--- config.mk ---
export PLATFORM = sky130hd
export DESIGN_NAME = alu_mul_sequencer
export DESIGN_NICKNAME = d
export VERILOG_FILES = /design/src/rtl/sparc_alu_pkg.sv /design/src/rtl/alu_port_mux.sv /design/src/rtl/alu_mul_sequencer.sv
export SDC_FILE = /design/constraint.sdc
export NUM_CORES = 1
export LEC_CHECK = 0
export CORE_UTILIZATION = 47
export CTS_CLUSTER_DIAMETER = 50
export DETAILED_ROUTE_END_ITERATION = 12
export MAX_ROUTING_LAYER = met4
export PLACE_DENSITY_LB_ADDON = 0.1
export SLEW_MARGIN = 0
export SYNTH_ARGS = -nofsm -noshare
export SYNTH_HDL_FRONTEND = slang
export SYNTH_SLANG_ARGS = --single-unit
--- constraint.sdc ---
create_clock -name clk -period 2.5 [get_ports clk]
set_input_delay 0.375 -clock clk [delete_from_list [all_inputs] [get_ports clk]]
set_output_delay 0.375 -clock clk [all_outputs]
set_load 0.01 [all_outputs]
--- src/rtl/sparc_alu_pkg.sv ---
// Shared definitions for the SPARC ALU multiply sequencer.
//   ALU_WIDTH  : operand width of the shared integer ALU
//   ALU_ADD_S  : ALU opcode for add with flag update
//   ALU_SUB    : ALU opcode for subtract without flag update
//   seq_state_t: multiply sequencer FSM states
package sparc_alu_pkg;

  localparam int ALU_WIDTH = 32;

  localparam logic [5:0] ALU_ADD_S = 6'b010000;
  localparam logic [5:0] ALU_SUB   = 6'b000100;

  typedef enum logic [2:0] {
    ST_IDLE = 3'd0,
    ST_STEP = 3'd1,
    ST_FIXA = 3'd2,
    ST_FIXB = 3'd3,
    ST_DONE = 3'd4
  } seq_state_t;

endpackage

--- src/rtl/alu_port_mux.sv ---
// Selects who drives the shared ALU: the integer pipeline or the multiply
// sequencer. While the sequencer owns the ALU, any pipeline request is
// stalled.
// Ports:
//   seq_own                         : sequencer owns the ALU this cycle
//   seq_a/seq_b/seq_opcode/seq_carry: sequencer ALU operands
//   pipe_req                        : pipeline wants the ALU
//   pipe_a/pipe_b/pipe_opcode/pipe_carry: pipeline ALU operands
//   pipe_stall                      : pipeline request denied
//   alu_a/alu_b/alu_opcode/alu_carry: to the ALU
module alu_port_mux
  import sparc_alu_pkg::*;
(
  input  logic                 seq_own,
  input  logic [ALU_WIDTH-1:0] seq_a,
  input  logic [ALU_WIDTH-1:0] seq_b,
  input  logic [5:0]           seq_opcode,
  input  logic                 seq_carry,
  input  logic                 pipe_req,
  input  logic [ALU_WIDTH-1:0] pipe_a,
  input  logic [ALU_WIDTH-1:0] pipe_b,
  input  logic [5:0]           pipe_opcode,
  input  logic                 pipe_carry,
  output logic                 pipe_stall,
  output logic [ALU_WIDTH-1:0] alu_a,
  output logic [ALU_WIDTH-1:0] alu_b,
  output logic [5:0]           alu_opcode,
  output logic                 alu_carry
);

  assign alu_a      = seq_own ? seq_a      : pipe_a;
  assign alu_b      = seq_own ? seq_b      : pipe_b;
  assign alu_opcode = seq_own ? seq_opcode : pipe_opcode;
  assign alu_carry  = seq_own ? seq_carry  : pipe_carry;
  assign pipe_stall = seq_own & pipe_req;

endmodule

--- src/rtl/alu_mul_sequencer.sv ---
// 32x32->64 multiply sequencer that borrows the shared SPARC ALU for
// STEPS shift-add iterations, plus two correction subtracts for signed
// operands. The pipeline is stalled while the sequencer owns the ALU.
// Ports:
//   clk, reset_n               : clock, async active-low reset
//   start, is_signed, op_a, op_b: multiply request and operands
//   ready, done                : idle / one-cycle product-valid pulse
//   prod_hi, prod_lo           : 64-bit product, held until next accept
//   pipe_*                     : pipeline ALU request, pipe_stall denies it
//   alu_*                      : shared ALU ports (result/carry come back)
//
// state   | meaning
// --------+-----------------------------------------------
// IDLE    | ready; ALU passed through to pipeline
// STEP    | one shift-add iteration per cycle
// FIXA    | signed: hi -= (a[31] ? b : 0)
// FIXB    | signed: hi -= (b[31] ? a : 0)
// DONE    | done pulse, product valid; ALU passed through
module alu_mul_sequencer
  import sparc_alu_pkg::*;
#(
  parameter int STEPS = 32
) (
  input  logic                 clk,
  input  logic                 reset_n,
  input  logic                 start,
  input  logic                 is_signed,
  input  logic [ALU_WIDTH-1:0] op_a,
  input  logic [ALU_WIDTH-1:0] op_b,
  output logic                 ready,
  output logic                 done,
  output logic [ALU_WIDTH-1:0] prod_hi,
  output logic [ALU_WIDTH-1:0] prod_lo,
  input  logic                 pipe_req,
  input  logic [ALU_WIDTH-1:0] pipe_a,
  input  logic [ALU_WIDTH-1:0] pipe_b,
  input  logic [5:0]           pipe_opcode,
  input  logic                 pipe_carry,
  output logic                 pipe_stall,
  output logic [ALU_WIDTH-1:0] alu_a,
  output logic [ALU_WIDTH-1:0] alu_b,
  output logic [5:0]           alu_opcode,
  output logic                 alu_carry,
  input  logic [ALU_WIDTH-1:0] alu_result,
  input  logic                 alu_c
);

  localparam int CW = $clog2(STEPS);
  localparam logic [CW-1:0] LAST_STEP = CW'(STEPS - 1);

  seq_state_t           state;
  logic [ALU_WIDTH-1:0] mcand;
  logic [ALU_WIDTH-1:0] b_orig;
  logic [ALU_WIDTH-1:0] hi;
  logic [ALU_WIDTH-1:0] lo;
  logic                 sgn;
  logic [CW-1:0]        count;

  logic                 seq_own;
  logic [ALU_WIDTH-1:0] seq_b;
  logic [5:0]           seq_opcode;
  logic [ALU_WIDTH-1:0] hi_step;
  logic [ALU_WIDTH-1:0] lo_step;

  assign ready = (state == ST_IDLE);
  assign done  = (state == ST_DONE);

  assign seq_own = (state == ST_STEP) || (state == ST_FIXA) || (state == ST_FIXB);

  always_comb begin
    seq_b      = '0;
    seq_opcode = ALU_SUB;
    unique case (state)
      ST_STEP: begin
        seq_b      = lo[0] ? mcand : '0;
        seq_opcode = ALU_ADD_S;
      end
      ST_FIXA: seq_b = mcand[ALU_WIDTH-1]  ? b_orig : '0;
      ST_FIXB: seq_b = b_orig[ALU_WIDTH-1] ? mcand  : '0;
      default: seq_b = '0;
    endcase
  end

  // 65-bit {carry, sum, lo} shifted right by one into the 64-bit {hi, lo}.
  assign hi_step = {alu_c, alu_result[ALU_WIDTH-1:1]};
  assign lo_step = {alu_result[0], lo[ALU_WIDTH-1:1]};

  alu_port_mux u_mux (
    .seq_own     (seq_own),
    .seq_a       (hi),
    .seq_b       (seq_b),
    .seq_opcode  (seq_opcode),
    .seq_carry   (1'b0),
    .pipe_req    (pipe_req),
    .pipe_a      (pipe_a),
    .pipe_b      (pipe_b),
    .pipe_opcode (pipe_opcode),
    .pipe_carry  (pipe_carry),
    .pipe_stall  (pipe_stall),
    .alu_a       (alu_a),
    .alu_b       (alu_b),
    .alu_opcode  (alu_opcode),
    .alu_carry   (alu_carry)
  );

  always_ff @(posedge clk or negedge reset_n) begin
    if (!reset_n) begin
      state   <= ST_IDLE;
      mcand   <= '0;
      b_orig  <= '0;
      hi      <= '0;
      lo      <= '0;
      sgn     <= 1'b0;
      count   <= '0;
      prod_hi <= '0;
      prod_lo <= '0;
    end else begin
      unique case (state)
        ST_IDLE: begin
          if (start) begin
            mcand  <= op_a;
            b_orig <= op_b;
            lo     <= op_b;
            hi     <= '0;
            sgn    <= is_signed;
            count  <= '0;
            state  <= ST_STEP;
          end
        end
        ST_STEP: begin
          hi    <= hi_step;
          lo    <= lo_step;
          count <= count + 1'b1;
          if (count == LAST_STEP) begin
            if (sgn) begin
              state <= ST_FIXA;
            end else begin
              prod_hi <= hi_step;
              prod_lo <= lo_step;
              state   <= ST_DONE;
            end
          end
        end
        ST_FIXA: begin
          hi    <= alu_result;
          state <= ST_FIXB;
        end
        ST_FIXB: begin
          hi      <= alu_result;
          prod_hi <= alu_result;
          prod_lo <= lo;
          state   <= ST_DONE;
        end
        ST_DONE: state <= ST_IDLE;
        default: state <= ST_IDLE;
      endcase
    end
  end

endmodule

# Yosys cells after proc, flatten, opt, wreduce, memory -nomap -nowiden
# Index checks and enable logic that the tools add are counted.
classes:
  add_sub_neg: 1
  n_eq_ne: 8
  mux: 25
  bitwise_logic: 1
  n_reduce_logical: 12
op_table:
  columns: ["operator", "count"]
  rows:
  - ["32-bit 2-to-1 mux", 11]
  - ["32-bit case mux with 2 select lines", 3]
  - ["32-bit case mux with 3 select lines", 2]
  - ["3-bit case mux with 4 select lines", 1]
  - ["5-bit 2-to-1 mux", 2]
  - ["5-bit case mux with 2 select lines", 1]
  - ["3-bit 2-to-1 mux", 3]
  - ["2-bit AND reduction", 4]
  - ["3-bit by 2-bit == test with 1-bit output, second input constant", 2]
  - ["6-bit 2-to-1 mux", 1]
  - ["5-bit by 1-bit adder with 5-bit output, second input constant", 1]
  - ["5-bit == test, second input constant", 1]
  - ["2-bit inequality test, second input constant", 2]
  - ["2-bit nonzero test", 2]
  - ["3-bit by 1-bit == test with 1-bit output, second input constant", 1]
  - ["3-bit == test, second input constant", 1]
  - ["3-bit zero test", 1]
  - ["3-bit AND reduction", 1]
  - ["3-bit nonzero test", 1]
  - ["1-bit logical OR", 2]
  - ["2-bit by 1-bit inequality test with 1-bit output, second input constant", 1]
  - ["2-bit OR reduction", 1]
  - ["1-bit bitwise AND", 1]
  - ["1-bit 2-to-1 mux", 1]
totals:
  regBits: 201
  input_bits: 173
  output_inout_bits: 138
  wordCells: 56

# Logic depth before layout (Yosys ltp)
# Gate-level depths: netlist of run 1.
depth:
  ltp_word: 4
  depth_mapped: 8
  ltp_nobuf: 6

# By module
# Synthesis of run 1 repeated with hierarchy kept, for this count alone.
unflattened:
  hier_cells: 930
  hier_area_um2: 10211.0
modules_own_cells:
  columns: ["module", "n_inst", "cells_each", "area_each_um2", "seq_area_each_um2"]
  rows:
  - ["alu_mul_sequencer", 1, 850, 8994.9, 5029.8]
  - ["alu_port_mux", 1, 80, 1216.2, 0.0]

# Least setup slack after synthesis of run 1
# OpenSTA, ideal clock, no wires.
synth_path:
  path_kind: "register to register"
  from: "register count[0]"
  to: "register prod_hi[0]"
  arrival_ns: 1.883
  t_required_ns: 2.375
  setup_slack_ns: 0.493
  path_stages_with_launch: 9
  path_cell_list: "dfrtp_1 > ha_1 > and3_1 > ha_1 > nor2b_1 > o211a_1 > buf_2 > buf_4 > mux2_2"
synth_between:
  elab_chain_cells: 3
synth_rtl:
  columns: ["element", "line_no", "text"]
  rows:
  - ["start: declaration", "alu_mul_sequencer.sv:57", "logic [CW-1:0] count;"]
  - ["start signal: assignment", "alu_mul_sequencer.sv:133", "count <= count + 1'b1;"]
  - ["5-bit == test", "alu_mul_sequencer.sv:134", "if (count == LAST_STEP) begin"]
  - ["2-bit by 1-bit inequality test with 1-bit output (no line)", null, null]
  - ["3-bit AND reduction (no line)", null, null]
  - ["end signal: assignment", "alu_mul_sequencer.sv:138", "prod_hi <= hi_step;"]
  - ["end signal: assignment", "alu_mul_sequencer.sv:150", "prod_hi <= alu_result;"]
  - ["end: declaration", "alu_mul_sequencer.sv:32", "output logic [ALU_WIDTH-1:0] prod_hi,"]
# No other way between the ends.
# A chain may end at the register's enable or synchronous reset.

# Worst setup path in the final report of run 1
layout_path:
  from: "register state[1]"
  to: "output port alu_a[28]"
layout_between:
  elab_chain_cells: 4
  word_cells_on_any_way: 6
  classes_between: "3 x eq/ne; 1 x mux; 2 x reduce/logical"
layout_rtl:
  columns: ["element", "line_no", "text"]
  rows:
  - ["start: declaration", "alu_mul_sequencer.sv:51", "seq_state_t state;"]
  - ["start signal: assignment", "alu_mul_sequencer.sv:108", "state <= ST_IDLE;"]
  - ["start signal: assignment", "alu_mul_sequencer.sv:127", "state <= ST_STEP;"]
  - ["start signal: assignment", "alu_mul_sequencer.sv:136", "state <= ST_FIXA;"]
  - ["3-bit by 1-bit == test with 1-bit output / 3-bit by 2-bit == test with 1-bit output (equally long branches)", "alu_mul_sequencer.sv:68", "assign seq_own = (state == ST_STEP) || (state == ST_FIXA) || (state == ST_FIXB);"]
  - ["1-bit logical OR", "alu_mul_sequencer.sv:68", null]
  - ["1-bit logical OR (*)", "alu_mul_sequencer.sv:68", null]
  - ["32-bit 2-to-1 mux (*)", "alu_port_mux.sv:31", "assign alu_a = seq_own ? seq_a : pipe_a;"]
  - ["end: declaration", "alu_mul_sequencer.sv:40", "output logic [ALU_WIDTH-1:0] alu_a,"]
# Mark *: on every way between the ends. The rest lies on a longest branch, timed or not.

==> results of run 1 <==
-- report_power, final --
group | switching, uW | internal (uW)
logic | 3520 | 3850
clock network | 1310 | 1900
registers | 920 | 4780
-- cells in the final DEF (no fill, tap or decap), types with 2 or more instances in the layout --
cell	instances
sky130_fd_sc_hd__clkbuf_2	35
sky130_fd_sc_hd__nand2_1	198
sky130_fd_sc_hd__buf_4	29
sky130_fd_sc_hd__nand3_1	67
sky130_fd_sc_hd__o21ai_0	67
sky130_fd_sc_hd__clkinv_2	5
sky130_fd_sc_hd__clkbuf_8	5
sky130_fd_sc_hd__dlymetal6s2s_1	7
sky130_fd_sc_hd__nor2_1	5
sky130_fd_sc_hd__clkbuf_16	25
sky130_fd_sc_hd__clkdlybuf4s15_2	5
sky130_fd_sc_hd__a22o_1	3
sky130_fd_sc_hd__buf_6	3
sky130_fd_sc_hd__clkinvlp_4	4
sky130_fd_sc_hd__inv_1	34
sky130_fd_sc_hd__nor3_4	2
sky130_fd_sc_hd__nor2b_1	2
sky130_fd_sc_hd__o21ai_1	29
sky130_fd_sc_hd__buf_2	9
sky130_fd_sc_hd__dfrtp_1	198
sky130_fd_sc_hd__a22oi_1	57
sky130_fd_sc_hd__a21oi_1	3
sky130_fd_sc_hd__dfrtp_2	2
sky130_fd_sc_hd__mux2_2	161
sky130_fd_sc_hd__ha_1	2
sky130_fd_sc_hd__nand2b_1	2
sky130_fd_sc_hd__a22oi_2	6
sky130_fd_sc_hd__buf_12	11
sky130_fd_sc_hd__dlygate4sd2_1	14
sky130_fd_sc_hd__clkbuf_1	2
sky130_fd_sc_hd__and2_1	5
sky130_fd_sc_hd__clkdlybuf4s50_1	238
-- layer usage --
layer / share of wire / routed length (um) / vias to the layer above
li1: - / - / 3856
met1: 0.45 / 12100 / 3960
met3: 0.059 / 1610 / 44
met5: 0 / 0 / -
met2: 0.47 / 12800 / 262
met4: 0.022 / 605 / 0
-- flip-flops by register name, summed over array words and instances, names as in the netlist --
register and flops:
lo 32, mcand 32, b_orig 32, sgn 1
prod_hi 32, prod_lo 32, state 3, hi 32
count 5
-- worst max-delay path by stage --
| stage | depth (start not counted) | start | to |
|---|---|---|---|
| finish | 6 | state[1] | alu_a[28] |
| detailed placement | 4 | state[1] | alu_opcode[2] |
| floorplan | 8 | count[0] | prod_hi[0] |
| global route | 6 | state[1] | alu_b[17] |
| CTS | 4 | state[1] | alu_a[28] |
| global placement | 4 | state[1] | alu_opcode[2] |
-- timing repair --
| item | 4_1_cts | 5_1_grt |
|---|---|---|
| setup buffers | 7 | 7 |
| hold buffers | 1 | 0 |
| pin swaps | 1 | 2 |
| gates cloned | 1 | 2 |
| hold endpoints to repair | 63 | 0 |
| resized for setup | 124 | 92 |
| setup endpoints to repair | 73 | 68 |
-- critical path: cells and delay by family, from the launching register on --
kind	cells	cell delay, ns
buf+inv	4	0.56
flops	1	0.52
mux	1	0.33
compound gates	1	0.22
-- kinds of logic (layout without fill, tap and decap cells) --
| kind of cell | count (synthesis) | in the layout |
|---|---|---|
| flops | 201 | 201 |
| buf+inv | 105 | 430 |
| compound gates | 170 | 170 |
| fa+ha+maj | 2 | 2 |
| mux | 161 | 161 |
| other cells | 0 | 1 |
| simple gates | 290 | 290 |
| xor+xnor | 1 | 1 |
-- layout make-up --
cell class | instances | area share
diodes | 1 | 0.000180
clock buffers | 29 | 0.0459
clock inverters | 10 | 0.00612
inverters | 34 | 0.00918
multi-input cells | 624 | 0.305
flip-flops and latches | 201 | 0.362
well taps | 270 | 0.0243
repair buffers | 357 | 0.247
-- stage by stage --
stage | util | instances | total power, uW | hold WS, ns
floorplan | - | 930 | 9500 | 0.0794
global placement | 0.652 | 1469 | 13100 | 0.427
detailed placement | 0.652 | 1469 | 13300 | 0.426
CTS | 0.693 | 1517 | 16500 | 0.406
global route | 0.689 | 1526 | 17400 | 0.445
finish | 0.689 | 1526 | 16300 | 0.421
==> flow_summary.rst, run 1 <==
.. list-table::
   :header-rows: 1

   * - Metric
     - Value
   * - Dominant synthesized flop cell
     - sky130_fd_sc_hd__dfrtp_1
   * - Largest net degree at the start of global routing
     - a little over 70
   * - Worst stage delay on the critical path
     - ~0.52 ns
   * - Data arrival time of the critical path
     - between 2 and 2.5 ns
   * - Synthesized instance count
     - a little over 900
   * - Register area
     - approximately 5000 um^2
   * - Count of yosys warnings during synthesis
     - 0
   * - Post-synth cell types
     - 34
   * - Portion of the post-synthesis area used by sequential elements
     - 0.520
   * - Total CTS buffers
     - 23
   * - Final-layout setup total negative slack
     - 0 ns
   * - Final clock period utilization by the worst path
     - 0.997
   * - XOR/XNOR share of the synthesized area
     - 0.000906
   * - Height of the die
     - 145 um
   * - Total wirelength of the detailed-routed design
     - 27100 um
   * - Clock tree buffer depth
     - 3
   * - Initial antenna violation count
     - 1
   * - Avg Vias per Cell
     - 5.32
   * - Worst Path Required
     - roughly 2.1 ns
   * - Placement Setup Slack
     - ~0.22 ns
   * - Top area cells in the synthesized netlist
     - sky130_fd_sc_hd__dfrtp_1, sky130_fd_sc_hd__mux2_2, sky130_fd_sc_hd__nand2_1
   * - Worst reg2reg path endpoint
     - prod_hi[10]
   * - Number of DRC violations after detailed routing
     - 0
   * - Starting DRT DRC Count
     - approximately 300
   * - EDFF count, synth
     - 0
   * - Worst-case clock skew
     - slightly above 0.005 ns
   * - Reg-to-Reg Start
     - count[0]
   * - Leakage Power
     - approximately 0.0063 uW
   * - Highest achievable clock rate
     - 401 MHz
   * - Met1 track demand over resource
     - 0.352
   * - Library cell with the largest summed area after synthesis
     - sky130_fd_sc_hd__dfrtp_1
   * - FF+latch count, synth
     - 201
   * - WHS Endpoint
     - mcand[31]
   * - Path type of the worst setup path
     - reg -> out
   * - Largest family of logic cells by synthesized area
     - multiplexers
   * - Full die area
     - 21100 um^2
   * - Synth async-reset ratio
     - 1.00
   * - Critical path peak fanout
     - 7
   * - Minimum period implied by the final worst setup slack
     - roughly 2.5 ns
   * - Setup slack on the worst flop-to-flop path
     - roughly 0.32 ns
   * - Number of cells on the worst hold path
     - 3
   * - CTS tree
     - built
   * - Combined area of all synthesized cells
     - 9660 um^2
   * - Cell type with the highest occurrence count on the critical path
     - sky130_fd_sc_hd__buf_4
   * - Count of antenna-violating nets left after detailed routing
     - 0
   * - Leading post-synthesis cells by instance count
     - sky130_fd_sc_hd__dfrtp_1, sky130_fd_sc_hd__nand2_1, sky130_fd_sc_hd__mux2_2, sky130_fd_sc_hd__o21ai_0, sky130_fd_sc_hd__nand3_1
   * - Clock root buffer
     - sky130_fd_sc_hd__clkbuf_16
   * - Actual slew at the worst max-slew pin
     - roughly 0.60 ns
   * - Average wire per cell in the routed design
     - ~18 um
   * - Number of global-route vias before repair
     - a little over 8000
   * - Placed wire-length estimate after detailed placement
     - roughly 18000 um
   * - Maximum capacitance violations
     - 0
   * - GR Util All Layers
     - 0.259
   * - Clock sink count
     - approximately 200
   * - Compound-gate portion of the synthesized area
     - 0.108
   * - Filler instances
     - roughly 1600
   * - Multiplexer area fraction after synthesis
     - 0.188
   * - Arithmetic-cell share of the synthesized area counting full adders, half adders and majority gates
     - 0.00259
   * - Sum of overflow across all layers after global routing
     - 0
   * - Result of the run
     - complete, no violations
   * - Buffers added on ports
     - 310
   * - Worst Reg2Reg Path Length in Cells
     - 7
   * - Number of nets in the synthesized netlist
     - ~1100
   * - Number of top-level pins
     - 311
   * - Via total after detailed routing
     - about 8000
   * - Simple-gate share of the synthesized area
     - 0.131
   * - Iteration count of the initial detailed-routing pass
     - 5
   * - Deepest level of the CTS H-tree
     - 1
   * - First-pass GRT wire length
     - approximately 43000 um
   * - Cell area reported after detailed placement
     - ~13000 um^2
   * - Most used routing layer in global routing
     - met2
   * - GR met3 Demand/Resource
     - 0.0392
   * - Clock Pin Slew Worst Setup and Hold Paths
     - approximately 0.060 ns
   * - Number of placement rows
     - 52
   * - Mapped Avg Cell Area
     - slightly above 10 um^2
   * - Ratio of cells with drive above 1 in the final layout
     - 0.250
   * - Kind of start point of the critical path
     - register
   * - Starting utilization of the core area
     - 0.479
   * - Worst Hold Launch
     - op_a[31]
   * - Max-slew violation count
     - 0
   * - Clk_lat worst skew
     - 0.50 ns
   * - Area share of the leading cell type in the synthesized netlist
     - 0.520
   * - Crit. End Element
     - output port
   * - Worst min-delay path category
     - in -> reg
   * - Unrepaired setup endpoints after global routing
     - yes
   * - Area of combinational cells with multiple inputs
     - 4240 um^2
   * - Setup-violating endpoint count in the final report
     - 0
   * - Area grow syn2layout
     - 43.9%
   * - CP Cell Sequence
     - o21bai_4, buf_4, buf_8, buf_4, mux2_2, dlymetal6s2s_1
   * - Global Route met2 Usage
     - 0.409
   * - Post-route cell area
     - about 14000 um^2
   * - Most frequent cell after synthesis
     - sky130_fd_sc_hd__dfrtp_1
   * - Final Hold Fails
     - 0
   * - Relative slew slack
     - 0.602
   * - Slowest stage cell, crit path
     - sky130_fd_sc_hd__dfrtp_4
   * - Global placement routability congestion
     - around 0.85
   * - Core ar.
     - approximately 20000 um^2
   * - Worst supply voltage drop on vdd
     - between 0.7 and 0.8 mV
   * - Final net count
     - between 1000 and 1500
   * - Die width
     - approximately 150 um
   * - Final worst-path setup slack
     - 0.00752 ns
   * - Pwr per Cell Area
     - approximately 1200 nW/um^2
(Power assumes the default switching activity.)
==> run 2, diff against run 1 <==
CORE_UTILIZATION = 58   (was 47)
DONT_BUFFER_PORTS = 1   (was not set)
==> run 2 against run 1 <==
  * The run now ends with hold timing left
  * Worst hold slack lost 0.86 ns
  * Total power shrank 11%
  * Critical path depth is the same
  * Worst setup slack gained 0.054 ns
  * Via count shrank 11%
  * Global-route usage grew 3.4 points
  * Count of clock-buffer cells in the layout grew 1
  * Register-to-register slack lost 0.14 ns
==> flow_summary.rst, run 2 (synthesis results as in run 1) <==
.. list-table::
   :header-rows: 1

   * - Metric
     - Value
   * - Worst supply voltage drop on vdd
     - 0.804 mV (was 0.709 mV)
   * - Pwr per Cell Area
     - 1310 nW/um^2 (was 1170 nW/um^2)
   * - Die width
     - 131 um (was 145 um)
   * - Leakage Power
     - 0.00505 uW (was 0.00626 uW)
   * - Number of DRC violations after detailed routing
     - 0 (unchanged)
   * - Final cell utilization of the core
     - 0.692 (was 0.689)
   * - # hold bufs at CTS
     - 27 (was 1)
   * - Clock tree buffer depth
     - 3 (unchanged)
   * - Minimum period implied by the final worst setup slack
     - 2.44 ns (was 2.49 ns)
   * - Initial antenna violation count
     - 1 (unchanged)
   * - Worst stage delay on the critical path
     - 0.37 ns (was 0.52 ns)
   * - Failing checks
     - hold timing
   * - Setup-violating endpoint count in the final report
     - 0 (unchanged)
   * - Data arrival time of the critical path
     - 2.06 ns (was 2.12 ns)
   * - Final-layout setup total negative slack
     - 0 ns (unchanged)
   * - Cell type with the highest occurrence count on the critical path
     - sky130_fd_sc_hd__buf_4 (unchanged)
   * - Critical path peak fanout
     - 54 (was 7)
   * - Avg Vias per Cell
     - 6.07 (was 5.32)
   * - Count of antenna-violating nets left after detailed routing
     - 0 (unchanged)
   * - Post-route worst hold slack
     - -0.438 ns (was 0.421 ns)
   * - Filler instances
     - 1225 (was 1602)
   * - Final Hold Fails
     - 201 (was 0)
   * - Slowest stage cell, crit path
     - sky130_fd_sc_hd__dfrtp_1 (was sky130_fd_sc_hd__dfrtp_4)
   * - Total Power
     - 14500 uW (was 16300 uW)
   * - Maximum capacitance violations
     - 0 (unchanged)
   * - Average wire per cell in the routed design
     - 21.0 um (was 17.8 um)
   * - Total CTS buffers
     - 22 (was 23)
   * - Clock Pin Slew Worst Setup and Hold Paths
     - 0.05 ns (was 0.06 ns)
   * - Full die area
     - 17200 um^2 (was 21100 um^2)
   * - Iteration count of the initial detailed-routing pass
     - 5 (unchanged)
   * - Total wirelength of the detailed-routed design
     - 25100 um (was 27100 um)
   * - Final worst-path setup slack
     - 0.0620 ns (was 0.00752 ns)
   * - Global placement routability congestion
     - 0.828 (was 0.849)
   * - Height of the die
     - 131 um (was 145 um)
   * - Sum of overflow across all layers after global routing
     - 0 (unchanged)
   * - Ratio of cells with drive above 1 in the final layout
     - 0.272 (was 0.250)
   * - First-pass GRT wire length
     - 37500 um (was 42900 um)
   * - GR Util All Layers
     - 0.293 (was 0.259)
   * - Number of placement rows
     - 46 (was 52)
   * - Actual slew at the worst max-slew pin
     - 0.710 ns (was 0.597 ns)
   * - Max-slew violation count
     - 0 (unchanged)
   * - Starting DRT DRC Count
     - 434 (was 301)
   * - Crit. End Element
     - output port (unchanged)
   * - Worst-case clock skew
     - 0.0156 ns (was 0.00511 ns)
   * - CTS tree
     - built (unchanged)
   * - Kind of start point of the critical path
     - register (unchanged)
   * - Worst Path Required
     - 2.12 ns (about the same)
   * - Highest achievable clock rate
     - 410 MHz (was 401 MHz)
   * - Core ar.
     - 16100 um^2 (was 20200 um^2)
   * - Path type of the worst setup path
     - reg -> out (unchanged)
   * - Clk_lat worst skew
     - 0.51 ns (was 0.50 ns)
   * - Placement Setup Slack
     - 0.00173 ns (was 0.216 ns)
   * - Number of top-level pins
     - 311 (unchanged)
   * - Worst min-delay path category
     - in -> async (was in -> reg)
   * - Largest net degree at the start of global routing
     - 202 (was 71)
   * - Commonest cells after routing, fill and taps aside
     - sky130_fd_sc_hd__dfrtp_1, sky130_fd_sc_hd__nand2_1, sky130_fd_sc_hd__mux2_2 (was sky130_fd_sc_hd__clkdlybuf4s50_1, sky130_fd_sc_hd__nand2_1, sky130_fd_sc_hd__dfrtp_1)
   * - Final clock period utilization by the worst path
     - 0.975 (was 0.997)
   * - Relative slew slack
     - 0.523 (was 0.602)
   * - Buffers added on ports
     - 0 (was 310)
   * - Unrepaired setup endpoints after global routing
     - yes (unchanged)
   * - Clock sink count
     - 201 (unchanged)
   * - Placed wire-length estimate after detailed placement
     - 16600 um (was 18000 um)
   * - CP Cell Sequence
     - buf_4, o21bai_4, buf_12, a22oi_2, o21ai_0, buf_4 (was o21bai_4, buf_4, buf_8, buf_4, mux2_2, dlymetal6s2s_1)
   * - Number of global-route vias before repair
     - 7217 (was 8082)
   * - Clock root buffer
     - sky130_fd_sc_hd__clkbuf_16 (unchanged)
   * - Deepest level of the CTS H-tree
     - 1 (unchanged)
   * - Area grow syn2layout
     - 14.9% (was 43.9%)
   * - Final net count
     - 1142 (was 1416)
   * - Most common library cell in the layout ignoring fill and taps
     - sky130_fd_sc_hd__dfrtp_1 (was sky130_fd_sc_hd__clkdlybuf4s50_1)
   * - Starting utilization of the core area
     - 0.602 (was 0.479)
   * - Via total after detailed routing
     - 7268 (was 8122)
   * - Result of the run
     - complete, but fails checks (was complete, no violations)
run 2: cell types whose count changed in the layout (fill, tap and decap cells not counted), moves of 13 or more:
cell / change
sky130_fd_sc_hd__clkdlybuf4s50_1: -238
sky130_fd_sc_hd__clkbuf_2: -35
sky130_fd_sc_hd__dlygate4sd3_1: +26
sky130_fd_sc_hd__buf_4: +23
sky130_fd_sc_hd__dlygate4sd2_1: -14
sky130_fd_sc_hd__o21ai_1: -14
sky130_fd_sc_hd__o21ai_0: +13
run 2: layer usage:
layer / global-route usage / vias up / share of wire
met4: 0.0879 / 0 / 0.020
met1: 0.356 / 3605 / 0.39
met3: 0.0714 / 39 / 0.088
li1: - / 3301 / -
met2: 0.486 / 323 / 0.50
met5: - / - / 0
run 2: area by class of cell:
type,instances,area [um^2],share of cell area
Clock inverter,8,86.3,0.00777
Timing Repair Buffer,83,731,0.0658
Tap cell,216,270,0.0243
Antenna cell,1,2.50,0.000225
Clock buffer,30,641,0.0577
Sequential cell,201,5030,0.453
Multi-Input combinational cell,625,4210,0.379
Inverter,34,128,0.0115
run 2: power breakdown:
group / total (uW) / switching, uW / internal, uW
sequential: 6110 / 1330 / 4780
clock: 3210 / 1300 / 1900
combinational: 5210 / 2790 / 2420
run 2: worst max-delay path, delay by kind of cell, from the launching register on:
kind                   cells  cell delay, ns
AO/OA/AOI/OAI              3            0.59
buffers and inverters      3            0.54
flip-flops                 1            0.37
run 2: metrics by stage:
stage | std cells | instance area [um^2]
6_report | 1198 | 11100
5_1_grt | 1198 | 11100
4_1_cts | 1196 | 11100
3_5_place_dp | 1131 | 10100
3_3_place_gp | 1131 | 10100
2_1_floorplan | 930 | 9660
run 2: final timing paths:
path,startpoint,to,slack (ns),cells past startpoint
setup / recovery,state[2],alu_b[4],0.06,6
hold / removal,reset_n,mcand[25],-0.44,0
setup reg to reg,count[0],prod_hi[6],0.18,6
hold reg to reg,b_orig[22],b_orig[22],0.48,2
max in group asynchronous,reset_n,hi[16],2.64,0
min in group clk,op_a[15],mcand[15],0.01,2
run 2: what timing repair did:
| item | CTS | global route |
|---|---|---|
| hold endpoints to repair | 230 | 201 |
| setup endpoints to repair | 49 | 69 |
| setup buffers | 0 | 0 |
| gates resized for setup | 4 | 10 |
| cloned | 0 | 1 |
